$ cat src/rtl/mul21_compressor_tree.sv
// mul21_compressor_tree: bit-heap reducer for a 21x21 unsigned multiplier.
// 41 weighted columns (heights 1..21..1) are reduced by a Wallace tree of full
// and half adders to two rows, summed by a 42-bit adder and registered.
// Optional macro MUL21_COMPRESSOR_MID_PIPE_EN registers the two reduced rows
// ahead of the final adder, which raises latency from 1 to 2 cycles.
module mul21_compressor_tree (
  input  logic        clk,
  input  logic        rst,
  input  logic [0:0]  src0,  input logic [1:0]  src1,  input logic [2:0]  src2,
  input  logic [3:0]  src3,  input logic [4:0]  src4,  input logic [5:0]  src5,
  input  logic [6:0]  src6,  input logic [7:0]  src7,  input logic [8:0]  src8,
  input  logic [9:0]  src9,  input logic [10:0] src10, input logic [11:0] src11,
  input  logic [12:0] src12, input logic [13:0] src13, input logic [14:0] src14,
  input  logic [15:0] src15, input logic [16:0] src16, input logic [17:0] src17,
  input  logic [18:0] src18, input logic [19:0] src19, input logic [20:0] src20,
  input  logic [19:0] src21, input logic [18:0] src22, input logic [17:0] src23,
  input  logic [16:0] src24, input logic [15:0] src25, input logic [14:0] src26,
  input  logic [13:0] src27, input logic [12:0] src28, input logic [11:0] src29,
  input  logic [10:0] src30, input logic [9:0]  src31, input logic [8:0]  src32,
  input  logic [7:0]  src33, input logic [6:0]  src34, input logic [5:0]  src35,
  input  logic [4:0]  src36, input logic [3:0]  src37, input logic [2:0]  src38,
  input  logic [1:0]  src39, input logic [0:0]  src40,
  output logic dst0,  output logic dst1,  output logic dst2,  output logic dst3,
  output logic dst4,  output logic dst5,  output logic dst6,  output logic dst7,
  output logic dst8,  output logic dst9,  output logic dst10, output logic dst11,
  output logic dst12, output logic dst13, output logic dst14, output logic dst15,
  output logic dst16, output logic dst17, output logic dst18, output logic dst19,
  output logic dst20, output logic dst21, output logic dst22, output logic dst23,
  output logic dst24, output logic dst25, output logic dst26, output logic dst27,
  output logic dst28, output logic dst29, output logic dst30, output logic dst31,
  output logic dst32, output logic dst33, output logic dst34, output logic dst35,
  output logic dst36, output logic dst37, output logic dst38, output logic dst39,
  output logic dst40, output logic dst41
);

  localparam int NCOL   = 42;
  localparam int MAXH   = 22;
  // Wallace needs 7 levels for height 21; spare levels become plain copies.
  localparam int LEVELS = 10;

  logic [MAXH-1:0] col_in   [NCOL];
  logic [MAXH-1:0] heap_cur [NCOL];
  logic [MAXH-1:0] heap_nxt [NCOL];
  int              h_cur    [NCOL];
  int              h_nxt    [NCOL];
  int              n_fa;
  int              rem_base;
  logic            reduce_en;
  logic [NCOL-1:0] row_a, row_b, sum_w, res_q;

  assign col_in[0]  = MAXH'(src0);  assign col_in[1]  = MAXH'(src1);  assign col_in[2]  = MAXH'(src2);
  assign col_in[3]  = MAXH'(src3);  assign col_in[4]  = MAXH'(src4);  assign col_in[5]  = MAXH'(src5);
  assign col_in[6]  = MAXH'(src6);  assign col_in[7]  = MAXH'(src7);  assign col_in[8]  = MAXH'(src8);
  assign col_in[9]  = MAXH'(src9);  assign col_in[10] = MAXH'(src10); assign col_in[11] = MAXH'(src11);
  assign col_in[12] = MAXH'(src12); assign col_in[13] = MAXH'(src13); assign col_in[14] = MAXH'(src14);
  assign col_in[15] = MAXH'(src15); assign col_in[16] = MAXH'(src16); assign col_in[17] = MAXH'(src17);
  assign col_in[18] = MAXH'(src18); assign col_in[19] = MAXH'(src19); assign col_in[20] = MAXH'(src20);
  assign col_in[21] = MAXH'(src21); assign col_in[22] = MAXH'(src22); assign col_in[23] = MAXH'(src23);
  assign col_in[24] = MAXH'(src24); assign col_in[25] = MAXH'(src25); assign col_in[26] = MAXH'(src26);
  assign col_in[27] = MAXH'(src27); assign col_in[28] = MAXH'(src28); assign col_in[29] = MAXH'(src29);
  assign col_in[30] = MAXH'(src30); assign col_in[31] = MAXH'(src31); assign col_in[32] = MAXH'(src32);
  assign col_in[33] = MAXH'(src33); assign col_in[34] = MAXH'(src34); assign col_in[35] = MAXH'(src35);
  assign col_in[36] = MAXH'(src36); assign col_in[37] = MAXH'(src37); assign col_in[38] = MAXH'(src38);
  assign col_in[39] = MAXH'(src39); assign col_in[40] = MAXH'(src40); assign col_in[41] = '0;

  // Wallace reduction. Column heights depend only on geometry, so every loop
  // bound and index below folds to a constant and the result is a fixed
  // adder network. Carries out of column 41 are dropped: the heap total is
  // below 2^42, so they are always zero.
  always_comb begin
    n_fa      = 0;
    rem_base  = 0;
    reduce_en = 1'b0;
    row_a     = '0;
    row_b     = '0;
    for (int c = 0; c < NCOL; c++) begin
      heap_cur[c] = col_in[c];
      heap_nxt[c] = '0;
      h_cur[c]    = (c > 40) ? 0 : (((c < 40 - c) ? c : 40 - c) + 1);
      h_nxt[c]    = 0;
    end
    for (int lvl = 0; lvl < LEVELS; lvl++) begin
      reduce_en = 1'b0;
      for (int c = 0; c < NCOL; c++) begin
        if (h_cur[c] > 2) reduce_en = 1'b1;
      end
      if (reduce_en) begin
        for (int c = 0; c < NCOL; c++) begin
          heap_nxt[c] = '0;
          h_nxt[c]    = 0;
        end
        for (int c = 0; c < NCOL; c++) begin
          n_fa     = h_cur[c] / 3;
          rem_base = 3 * n_fa;
          for (int k = 0; k < 7; k++) begin
            if (k < n_fa) begin
              heap_nxt[c][h_nxt[c]] = heap_cur[c][3*k] ^ heap_cur[c][3*k+1] ^ heap_cur[c][3*k+2];
              h_nxt[c] = h_nxt[c] + 1;
              if (c + 1 < NCOL) begin
                heap_nxt[c+1][h_nxt[c+1]] = (heap_cur[c][3*k] & heap_cur[c][3*k+1]) |
                                            (heap_cur[c][3*k] & heap_cur[c][3*k+2]) |
                                            (heap_cur[c][3*k+1] & heap_cur[c][3*k+2]);
                h_nxt[c+1] = h_nxt[c+1] + 1;
              end
            end
          end
          if (h_cur[c] - rem_base == 2) begin
            heap_nxt[c][h_nxt[c]] = heap_cur[c][rem_base] ^ heap_cur[c][rem_base+1];
            h_nxt[c] = h_nxt[c] + 1;
            if (c + 1 < NCOL) begin
              heap_nxt[c+1][h_nxt[c+1]] = heap_cur[c][rem_base] & heap_cur[c][rem_base+1];
              h_nxt[c+1] = h_nxt[c+1] + 1;
            end
          end else if (h_cur[c] - rem_base == 1) begin
            heap_nxt[c][h_nxt[c]] = heap_cur[c][rem_base];
            h_nxt[c] = h_nxt[c] + 1;
          end
        end
        for (int c = 0; c < NCOL; c++) begin
          heap_cur[c] = heap_nxt[c];
          h_cur[c]    = h_nxt[c];
        end
      end
    end
    for (int c = 0; c < NCOL; c++) begin
      row_a[c] = heap_cur[c][0];
      row_b[c] = heap_cur[c][1];
    end
  end

`ifdef MUL21_COMPRESSOR_MID_PIPE_EN
  logic [NCOL-1:0] row_a_q, row_b_q;

  // Split the tree and the carry-propagate adder into separate cycles.
  always_ff @(posedge clk) begin
    if (rst) begin
      row_a_q <= '0;
      row_b_q <= '0;
    end else begin
      row_a_q <= row_a;
      row_b_q <= row_b;
    end
  end

  assign sum_w = row_a_q + row_b_q;
`else
  assign sum_w = row_a + row_b;
`endif

  // Output register; reset wins over incoming data.
  always_ff @(posedge clk) begin
    if (rst) res_q <= '0;
    else     res_q <= sum_w;
  end

  assign dst0  = res_q[0];  assign dst1  = res_q[1];  assign dst2  = res_q[2];  assign dst3  = res_q[3];
  assign dst4  = res_q[4];  assign dst5  = res_q[5];  assign dst6  = res_q[6];  assign dst7  = res_q[7];
  assign dst8  = res_q[8];  assign dst9  = res_q[9];  assign dst10 = res_q[10]; assign dst11 = res_q[11];
  assign dst12 = res_q[12]; assign dst13 = res_q[13]; assign dst14 = res_q[14]; assign dst15 = res_q[15];
  assign dst16 = res_q[16]; assign dst17 = res_q[17]; assign dst18 = res_q[18]; assign dst19 = res_q[19];
  assign dst20 = res_q[20]; assign dst21 = res_q[21]; assign dst22 = res_q[22]; assign dst23 = res_q[23];
  assign dst24 = res_q[24]; assign dst25 = res_q[25]; assign dst26 = res_q[26]; assign dst27 = res_q[27];
  assign dst28 = res_q[28]; assign dst29 = res_q[29]; assign dst30 = res_q[30]; assign dst31 = res_q[31];
  assign dst32 = res_q[32]; assign dst33 = res_q[33]; assign dst34 = res_q[34]; assign dst35 = res_q[35];
  assign dst36 = res_q[36]; assign dst37 = res_q[37]; assign dst38 = res_q[38]; assign dst39 = res_q[39];
  assign dst40 = res_q[40]; assign dst41 = res_q[41];

endmodule

$ cat config.mk
export PLATFORM = sky130hd
export DESIGN_NAME = mul21_compressor_tree
export DESIGN_NICKNAME = d
export VERILOG_FILES = /design/src/rtl/mul21_compressor_tree.sv
export SDC_FILE = /design/constraint.sdc
export NUM_CORES = 1
export LEC_CHECK = 0
export CAP_MARGIN = 20
export CORE_AREA = 4 4 187 189
export DETAILED_ROUTE_END_ITERATION = 10
export DIE_AREA = 0 0 191 193
export GPL_TIMING_DRIVEN = 0
export PLACE_DENSITY_LB_ADDON = 0.25
export SYNTH_ARGS = -nofsm -noshare
export SYNTH_HDL_FRONTEND = slang
export SYNTH_SLANG_ARGS = --single-unit --ignore-timing --ignore-initial --compat-mode --unroll-limit 50000
$ cat constraint.sdc
create_clock -name clk -period 8.83 [get_ports clk]
set_clock_uncertainty 0.05 [all_clocks]
set_input_delay 2.2075 -clock clk [delete_from_list [all_inputs] [get_ports clk]]
set_output_delay 2.2075 -clock clk [all_outputs]
set_load 0.02 [all_outputs]
; Word level (Yosys, flattened, before mapping)
; Index checks and enable logic that the tools add are counted.
[word_totals]
reg_bits = 42
[classes]
n_addsub = 1
n_bitwise = 2773
[op_table]
columns = cell, count
row1 = 1-bit AND, 1204
row2 = 1-bit bitwise XOR, 847
row3 = 1-bit OR, 722
row4 = 42-bit adder, 1

; Logic depth before layout (Yosys ltp)
[depth]
depth_word = 22
mapped_depth = 23
mapped_depth_nobuf = 21

; Worst setup path after synthesis
; No wires, ideal clock.
[synth_timing]
path_kind = input to register
startpoint = in src22[12]
endpoint = reg res_q[41]
t_arrival_ns = 7.638
required_ns = 8.657
slack_ns = 1.019
cell_stages = 20
n_path_buf = 1
path_cell_list = fa_1 > inv_1 > fa_1 > fa_1 > fa_1 > fa_1 > inv_1 > fa_1 > inv_1 > fa_1 > inv_1 > ha_1 > buf_6 > nand4_1 > nor3_1 > o2111ai_1 > a31oi_1 > a311oi_1 > a21boi_1 > mux2_1
[synth_via]
elab_chain_cells = 20
[synth_lines]
columns = item, line_no
row1 = "start, declared", 16  ; input logic [19:0] src21, input logic [18:0] src22, input logic [17:0] src23,
row2 = 1-bit AND (on tied branches), "100, 101"
row3 = 1-bit OR, 100  ; heap_nxt[c+1][h_nxt[c+1]] = (heap_cur[c][3*k] & heap_cur[c][3*k+1]) |
row4 = 1-bit OR, 101  ; (heap_cur[c][3*k] & heap_cur[c][3*k+2]) |
row5 = 1-bit AND, 100
row6 = 1-bit OR, 100
row7 = 1-bit OR, 101
row8 = 1-bit AND, 100
row9 = 1-bit OR, 100
row10 = [4 not listed], --
row11 = 1-bit AND (on tied branches), "100, 101"
row12 = 1-bit OR, 100
row13 = 1-bit OR, 101
row14 = 1-bit AND (on tied branches), "100, 101"
row15 = 1-bit OR, 100
row16 = 1-bit OR, 101
row17 = 1-bit AND or 1-bit bitwise XOR (tied branches), "111, 108"
row18 = 42-bit adder (*), 147  ; assign sum_w = row_a + row_b;
row19 = "end signal, assigned", 153  ; else res_q <= sum_w;
row20 = "end, declared", 49  ; logic [NCOL-1:0] row_a, row_b, sum_w, res_q;
; Every way passes the cells marked *; elsewhere a longest branch is shown, timed or not.
; A chain may end at the register's enable or synchronous reset.

; Worst setup path in the final report
; Ends and elaborated chain as after synthesis.

==> metrics.md <==
| Metric | Value |
|---|---|
| Seq/Total Area, Yosys | 5.991% |
| Detailed-route DRC error count | 0 |
| Largest net degree at the start of global routing | 12 |
| FMAX | 118.1 MHz |
| Crit-path leading delay family | adder cells |
| Worst Path Arrival | 8600 ps |
| Filler cell count in the final layout | 2879 |
| Area contributors post-synth | fa_1, inv_1, ha_1, dfxtp_1, nor2_1 |
| Synth Area in Adders | 65.34% |
| Net Count, Synth | 2397 |
| Post-Synth Simple-Gate Area | around 4.5% |
| Buffers on Ports | 484 |
| Crit path capture type | flip-flop |
| GPL Wtd Cong | 0.8460 |
| Worst slew margin | 58.04% |
| Synth Area in Compound Gates | 5.662% |
| Critical path class | in -> reg |
| Critical Path Start Type | primary input |
| Syn avg cell area | 9.752 µm² |
| Crit path max-delay cell type | fa_1 |
| DP HPWL | 32960 µm |
| Clk slew on worst S/H paths | 60 ps |
| CP max FO | 7 |
| Clk root buf | clkbuf_16 |
| Setup violators final | 0 |
| Max reg flops | 42 |
| Die area | 36860 µm² |
| Crit-path cells | clkdlybuf4s50_1, fa_1, inv_1, fa_1, fa_1, fa_1, fa_1, inv_1, fa_1, inv_1, fa_1, inv_1, ha_1, buf_6, nand4_1, nor3_1, o2111ai_1, a31oi_2, a311oi_1, a21boi_1, mux2_1 |
| First-pass GRT wire length | around 56000 µm |
| Io pins | 485 |
| Worst stage delay on the critical path | 570 ps |
| Initial antenna violation count | 0 |
| Starting Density | 42.17% |
| Post-synth EDFFs | 0 |
| Combinational family with the most area after synthesis | adder cells |
| Core ar. | 33280 µm² |
| Drt total wl | 33840 µm |
| Cts bufs inserted | 5 |
| Setup TNS | 0 ps |
| Ys flop type | dfxtp_1 |
| Vias | 10510 |
| YS warnings | 0 |
| Synth unique cells | 57 |
| Die W | 191 µm |
| Slew Limit Fails | 0 |
| Area fraction of the dominant cell type after synthesis | 51.78% |
| Final nets | 2888 |
| Hold Startpoint | src0 |
| Post-CTS Hold Fix Bufs | 0 |
| Total gr overflow | 0 |
| # diodes | 0 |
| Most frequent cell after synthesis | inv_1 |
| Post-layout util | 58.84% |
| Status | finished, final reports clean |
| Most common cell on crit path | fa_1 |
| CTS tree | done |
| Fraction of synthesized cell area in xor and xnor cells | 1.560% |
| Mux contribution to synthesized area | 0.2407% |
| Most flop-heavy register | res_q |
| Yosys top cell by area | fa_1 |
| Final Critical Period | 8469 ps |
| Ys async rst share | 0% |
| Layout cell share with drive strength beyond 1 | 1.555% |
| # rows | 67 |
| CP required | between 8000 and 9000 ps |
| Gr usage total | between 10% and 20% |
| MaxCap Viol Count | 0 |
| Mapped cell area | 14030 µm² |
| Layout overhead on the synthesized area | 39.55% |
| DRT Pass-1 Iters | 4 |
| Number of buffers and inverters on the critical path | 6 |
| RSZ-0062 raised after global routing | no |
| Synthesized instance count | 1439 |
| Die Y | 193 µm |
| Hold path depth | 2 |
| Vias per inst | approximately 4.4 |
| Htree depth | 2 |
| Least-Margin Pin Slew | 629.4 ps |
| Post-synth top cells | inv_1, fa_1, ha_1 |
| Flip-flop and latch count after synthesis | 42 |
| CTS max path bufs | 2 |
| Post-route ant nets | 0 |
| Vias in the first global route | 12070 |
| Hold Path End | res_q[0] |
| Final hold vios | 0 |
| Hold Path Class | in -> reg |
| Largest registers | res_q x42 |
| Wire per inst | 14.24 µm |
| Final Cycle Share | 95.91% |
| Clk sinks | 42 |
| DR iter-0 viols | 187 |
## metal layers
metal  up-vias  track usage, %  share of wire (%)
li1       5059               -                  -
met1      5121           21.52                 37
met2       299           35.90                 55
met3        34           3.475                6.4
met4         0           3.923                1.9
met5         -               0                  0
## how the worst max path moves through the flow
stage                    from         to  cells past startpoint
floorplan           src22[12]  res_q[41]                     20
global placement    src22[13]  res_q[41]                     21
detailed placement   src21[9]  res_q[41]                     20
CTS                  src21[9]  res_q[41]                     20
global route         src21[9]  res_q[41]                     20
finish              src22[12]  res_q[41]                     21
## stage by stage
stage | setup slack, ps | hold WS, ps | instance area, µm² | cells
2_1_floorplan | 1019 | 2286 | 14030 | 1439
3_3_place_gp | -120.5 | 2726 | 19440 | 2371
3_5_place_dp | -144.7 | 2723 | 19440 | 2371
4_1_cts | 154.8 | 2415 | 19580 | 2377
5_1_grt | 22.36 | 2417 | 19580 | 2377
6_report | 361.4 | 2423 | 19580 | 2377
## final cells by class
| cell class | instances | area (µm²) | share of cell area (%) |
|---|---|---|---|
| Multi-Input combinational cell | 787 | 10850 | 55.40 |
| Timing Repair Buffer | 484 | 4845 | 24.74 |
| Inverter | 594 | 2230 | 11.39 |
| Sequential cell | 42 | 840.8 | 4.293 |
| Tap cell | 448 | 560.5 | 2.862 |
| Clock buffer | 6 | 138.9 | 0.7092 |
| Buffer | 16 | 120.1 | 0.6133 |
## logic make-up (layout without fill, tap and decap cells)
family          count (synthesis)  after routing
fa+ha+maj                     515            515
mux                             3              3
xor+xnor                       25             25
simple gates                  130            130
compound gates                114            114
buf+inv                       610           1100
flops                          42             42
## cells in the final DEF (no fill, tap or decap), drive strengths merged, types with 8 or more instances in the layout
cell and count:
a21oi 35, clkbuf 14, clkdlybuf4s50 484, dfxtp 42
fa 363, ha 152, inv 594, nand2 27
nand4 10, nor2 46, nor2b 14, nor3 9
o21ai 27, xnor2 17, xor2 8
## timing repair
| item | 4_1_cts | 5_1_grt |
|---|---|---|
| resized for setup | 0 | 1 |
| buffers inserted | 0 | 0 |
| endpoints found under the setup margin | 0 | 1 |
| endpoints found under the hold margin | 0 | 0 |
Power is left out: the tool's default activity adds up to more than one toggle a clock period on the data nets, which glitch-free logic cannot reach.
